[config.mk]
export PLATFORM = sky130hd
export DESIGN_NAME = training_pattern_tx
export DESIGN_NICKNAME = d
export VERILOG_FILES = /design/src/rtl/training_pkg.sv /design/src/rtl/training_lane.sv /design/src/rtl/training_pattern_tx.sv
export SDC_FILE = /design/constraint.sdc
export NUM_CORES = 1
export LEC_CHECK = 0
export ABC_AREA = 1
export BUFFER_PORTS_ARGS = -buffer_cell sky130_fd_sc_hd__buf_2
export CAP_MARGIN = 10
export CORE_MARGIN = 2
export CORE_UTILIZATION = 51
export CTS_CLUSTER_SIZE = 12
export DETAILED_ROUTE_END_ITERATION = 10
export PLACE_DENSITY = 0.8
export SKIP_CTS_REPAIR_TIMING = 1
export SLEW_MARGIN = 10
export SYNTH_ARGS = -nofsm -noshare
export SYNTH_HDL_FRONTEND = slang
export SYNTH_SLANG_ARGS = --single-unit
[constraint.sdc]
create_clock -name clk -period 2.68 [get_ports clk]
set_clock_uncertainty 0.2 [all_clocks]
set_input_delay 0.268 -clock clk [delete_from_list [all_inputs] [get_ports clk]]
set_output_delay 0.268 -clock clk [all_outputs]
set_load 0.005 [all_outputs]
[src/rtl/training_pkg.sv]
// Shared definitions for the training-pattern transmitter.
// Holds the base patterns, the state encoding and the rotation helper.
package training_pkg;

  localparam logic [7:0] PAT_EVEN = 8'h43;
  localparam logic [7:0] PAT_ODD  = 8'h39;

  typedef enum logic [1:0] {
    IDLE  = 2'd0,
    TRAIN = 2'd1,
    DATA  = 2'd2
  } state_t;

  // Rotate a byte left by 2*k bits, k in 0..3.
  function automatic logic [7:0] rotl2k(input logic [7:0] word, input logic [1:0] k);
    logic [7:0] res;
    case (k)
      2'd0:    res = word;
      2'd1:    res = {word[5:0], word[7:6]};
      2'd2:    res = {word[3:0], word[7:4]};
      default: res = {word[1:0], word[7:2]};
    endcase
    return res;
  endfunction

endpackage

[src/rtl/training_lane.sv]
// One byte lane: rotation register plus the registered output word.
// The word is chosen from the state the top level is about to enter.
module training_lane
  import training_pkg::*;
#(
  parameter logic [7:0] BASE = PAT_EVEN
) (
  input  logic       clk,
  input  logic       rst_n,
  input  state_t     next_state,
  input  logic [7:0] data_in,
  input  logic [1:0] rot,
  input  logic       rot_stb,
  output logic [7:0] lane_out
);

  logic [1:0] rot_q;
  logic [1:0] rot_eff;

  // A strobe on this edge already steers the word registered on this edge.
  assign rot_eff = rot_stb ? rot : rot_q;

  always_ff @(posedge clk or negedge rst_n) begin
    if (!rst_n) begin
      rot_q    <= 2'd0;
      lane_out <= 8'h00;
    end else begin
      if (rot_stb) begin
        rot_q <= rot;
      end
      case (next_state)
        TRAIN:   lane_out <= rotl2k(BASE, rot_eff);
        DATA:    lane_out <= data_in;
        default: lane_out <= 8'h00;
      endcase
    end
  end

endmodule

[src/rtl/training_pattern_tx.sv]
// Multi-lane training-word transmitter with a four-phase train_req/train_ack
// handshake that enforces a minimum training length before payload passthrough.
module training_pattern_tx
  import training_pkg::*;
#(
  parameter int NLANES    = 4,
  parameter int MIN_TRAIN = 1024
) (
  input  logic                  clk,
  input  logic                  rst_n,
  input  logic                  train_req,
  output logic                  train_ack,
  input  logic [8*NLANES-1:0]   data_in,
  input  logic [2*NLANES-1:0]   rot,
  input  logic                  rot_stb,
  output logic [8*NLANES-1:0]   lane_out,
  output logic                  training,
  output logic [15:0]           train_cnt
);

  localparam logic [15:0] MIN_CNT = 16'(MIN_TRAIN);

  state_t      state_q;
  state_t      next_state;
  logic [15:0] cnt_next;
  logic        ack_next;
  logic        training_next;
  logic        cnt_met;

  assign cnt_met = (train_cnt >= MIN_CNT);

  always_ff @(posedge clk or negedge rst_n) begin
    if (!rst_n) begin
      state_q <= IDLE;
    end else begin
      state_q <= next_state;
    end
  end

  // An early drop of train_req is remembered simply by staying in TRAIN
  // until the count is met.
  always_comb begin
    next_state = state_q;
    case (state_q)
      IDLE:    if (train_req) next_state = TRAIN;
      TRAIN:   if (!train_req && cnt_met) next_state = DATA;
      DATA:    if (train_req) next_state = TRAIN;
      default: next_state = IDLE;
    endcase
  end

  always_comb begin
    cnt_next = train_cnt;
    if (next_state == TRAIN) begin
      if (state_q != TRAIN) begin
        cnt_next = 16'd1;
      end else if (train_cnt != 16'hFFFF) begin
        cnt_next = train_cnt + 16'd1;
      end
    end
    training_next = (next_state == TRAIN);
    ack_next      = (next_state == TRAIN) && train_req && (cnt_next >= MIN_CNT);
  end

  always_ff @(posedge clk or negedge rst_n) begin
    if (!rst_n) begin
      train_cnt <= 16'd0;
      train_ack <= 1'b0;
      training  <= 1'b0;
    end else begin
      train_cnt <= cnt_next;
      train_ack <= ack_next;
      training  <= training_next;
    end
  end

  for (genvar i = 0; i < NLANES; i++) begin : g_lane
    training_lane #(
      .BASE((i % 2 == 1) ? PAT_ODD : PAT_EVEN)
    ) u_lane (
      .clk        (clk),
      .rst_n      (rst_n),
      .next_state (next_state),
      .data_in    (data_in[8*i +: 8]),
      .rot        (rot[2*i +: 2]),
      .rot_stb    (rot_stb),
      .lane_out   (lane_out[8*i +: 8])
    );
  end

endmodule

==> flow_summary_export.csv <==
group,metric,value,unit
sta,setup_viol,0,
global_route,antenna_found_initial,0,
place,postPlaceCellArea,3557,µm²
worst_hold_path,hp-class,"primary input to flop",
sta,slew_viol_final,0,
synth,ys_seq_elements,60,
place,numPortBuffers,93,
power,p_leak,2.141,nW
setup_path,cp-start-kind,"flop",
drt,ant_nets,0,
cells_and_area,finalNonFillerCells,568,
power,internal_power,2.123,mW
floorplanning,chipWidth,80.22,µm
floorplanning,core_area,5574,µm²
outcome,outcome,"finished with violations",
power,p_comb_frac,0.432,
power,switching_share,0.3963,
power,pwr-share-seq,0.360,
sta,fin_tns_setup,0,ps
cells_and_area,final_common_cell,"nand2_1",
sta,whs,-7.713,ps
synth,synthSimpleGateAreaFrac,0.2525,
floorplanning,chipHeight,80.22,µm
synth,netlist_instances,364,
clock_tree,clk_pin_slew,70,ps
cells_and_area,area_growth,35.56,%
power,clockPowerShare,0.208,
drt,drt_wl_total,7934,µm
sta,hold_viol,3,
place,dp_cells,528,
global_route,grt_pass1_wl,12210,µm
run,max-cap-violations,0,
global_route,grt_pass1_vias,2718,
sta,final.period_utilization,0.9240,
drt,via_count,2833,
synth,synth_compound_area_frac,0.1052,
floorplanning,die-area,6435,µm²
setup_path,cp_max_fo,10,
synth,yosys_warnings,0,
outcome,violations,"negative hold slack",
floorplanning,initial_core_util,0.5315,
clock_tree,cts.sinks,60,
cells_and_area,design_area,4016,µm²
synth,synthesis.nets,421,
setup_path,end_kind,"flop",
clock_tree,cts-root-buf,"clkbuf_8",
synth,synth-xor-area-share,0.005912,
synth,ys_types,31,
cells_and_area,drive_gt1_frac,0.2944,
drt,drt_iter0_markers,195,
sta,max_freq,0.4038,GHz
power,p_sw,1.394,mW
drt,wire_per_inst,13.97,µm
synth,synth_top_family_by_area,"simple AND/OR/NAND/NOR gates",
synth,synth_fa_ha_area_frac,0.05490,
sta,slew_headroom,0.6809,
global_route,grt_util_all_layers,0.2460,
floorplanning,ios,94,
setup_path,cp.required,2710,ps
clock_tree,clk_path_buf_depth,2,
place,place_congestion,0.9131,
synth,synth_area,2963,µm²
power,ir_worst_vdd,0.0007670,V
power,power.density,875.6,nW/µm²
drt,vias_per_cell,4.988,
clock_tree,cts_buffers,9,
global_route,grt_max_degree,32,
sta,worstMarginPinSlew,473.7,ps
setup_path,crit_arrival,2500,ps
floorplanning,rows,27,
place,dp_hpwl,5528,µm
cells_and_area,layout_common_cells,"nand2_1, buf_2, dfrtp_1",
clock_tree,clk_latency,330,ps
drt,dr.pass1.iters,4,
drt,drc,0,
synth,avgSynthCellArea,8.140,µm²
clock_tree,cts_htree_levels,3,
cells_and_area,nets,548,
synth,synthMuxAreaShare,0,
synth,yosysSeqAreaShare,0.5068,
sta,period_needed,2476,ps
clock_tree,cts_tree,"built",
cells_and_area,diodes,0,
setup_path,crit_type,"flop to flop",
global_route,globalRoute.totalOverflow,0,
-- path summary, 6_finish.rpt --
path	from	endpoint	slack (ps)	cells past startpoint
setup / recovery	train_cnt[14]	train_ack	200	15
hold / removal	data_in[14]	g_lane[1].u_lane.lane_out[6]	-8	3
setup reg to reg	train_cnt[14]	train_ack	200	15
hold reg to reg	g_lane[1].u_lane.rot_q[0]	g_lane[1].u_lane.rot_q[0]	310	2
max in group asynchronous	rst_n	g_lane[3].u_lane.lane_out[0]	1700	3
min in group asynchronous	rst_n	train_cnt[6]	290	3
-- metal layers --
| layer | track usage | vias up | share of wire |
|---|---|---|---|
| met5 | 0 | - | 0 |
| met4 | 0.08983 | 0 | 0.026 |
| met3 | 0.09101 | 21 | 0.064 |
| met2 | 0.3858 | 111 | 0.49 |
| met1 | 0.3119 | 1310 | 0.42 |
| li1 | - | 1391 | - |
-- cells by family after synthesis --
family / Yosys count
buf+inv: 58
fa+ha+maj: 13
flops: 60
compound gates: 58
xor+xnor: 2
simple gates: 173
-- flip-flops by register name (all words and copies together), names as in the netlist --
signal / count
g_lane.u_lane.lane_out: 32
g_lane.u_lane.rot_q: 8
state_q: 2
train_ack: 1
train_cnt: 16
training: 1
-- Yosys cell counts --
library cell  instances  area (µm²)
a211oi_1              1       7.510
nor2_2                6       37.54
clkbuf_1              6       22.52
nand2_1             101       379.1
inv_2                 2       7.510
or2_1                 1       6.260
nand4_1               4       25.02
nor3_2                1       10.01
a21oi_1              35       175.2
nor2_1               33       123.9
o21ai_1               2       10.01
dfrtp_1              60        1501
buf_2                 3       15.01
ha_1                 13       162.7
nand2_4               1       11.26
o21ai_0              13       65.06
nor2_4                1       11.26
o22ai_1               1       6.260
o21a_1                2       15.01
nor3_1                1       5.000
xnor2_1               2       17.52
or2_2                 5       31.28
nand2_2               2       12.51
nand3_2               2       20.02
buf_1                 1       3.750
o31ai_1               1       7.510
nand3_1              15       75.07
o21ai_2               1       8.760
a2bb2oi_1             1       8.760
inv_1                46       172.7
o211ai_1              1       7.510
-- power groups by stage --
stage | logic, mW | clock network [mW] | registers (mW)
global placement | 1.39 | 0 | 1.27
detailed placement | 1.43 | 0 | 1.27
CTS | 1.43 | 0.749 | 1.26
floorplan | 0.835 | 0 | 1.29
global route | 1.71 | 0.788 | 1.29
finish | 1.52 | 0.733 | 1.26
-- critical path, cell delays in order (launching register included) --
cell	delay [ps]
dfrtp_1	380
inv_1	100
nand4_1	160
o31ai_4	320
o21ai_2	110
inv_1	90
ha_1	200
inv_2	120
nor2_4	140
inv_2	90
o21ai_1	100
nor2_1	70
nor2_1	100
nand2_1	50
nor2_1	90
nor2_1	40
-- stage by stage --
| stage | power [mW] | utilization | setup slack (ps) |
|---|---|---|---|
| after floorplan | 2.122 | - | 261.2 |
| after global placement | 2.656 | 0.6382 | 171.4 |
| after detailed placement | 2.696 | 0.6382 | 45.94 |
| after CTS | 3.439 | 0.6703 | 24.63 |
| after global routing | 3.783 | 0.7205 | -9.817 |
| final | 3.517 | 0.7205 | 203.7 |
-- layout make-up --
cell class,count,area (µm²)
flip-flops and latches,60,1501
inverters,48,180.2
repair buffers,126,787.0
clock buffers,12,155.1
well taps,72,90.09
clock inverters,4,23.77
multi-input cells,246,1279
fillers,438,1558
Power figures use the tool's default switching activity.
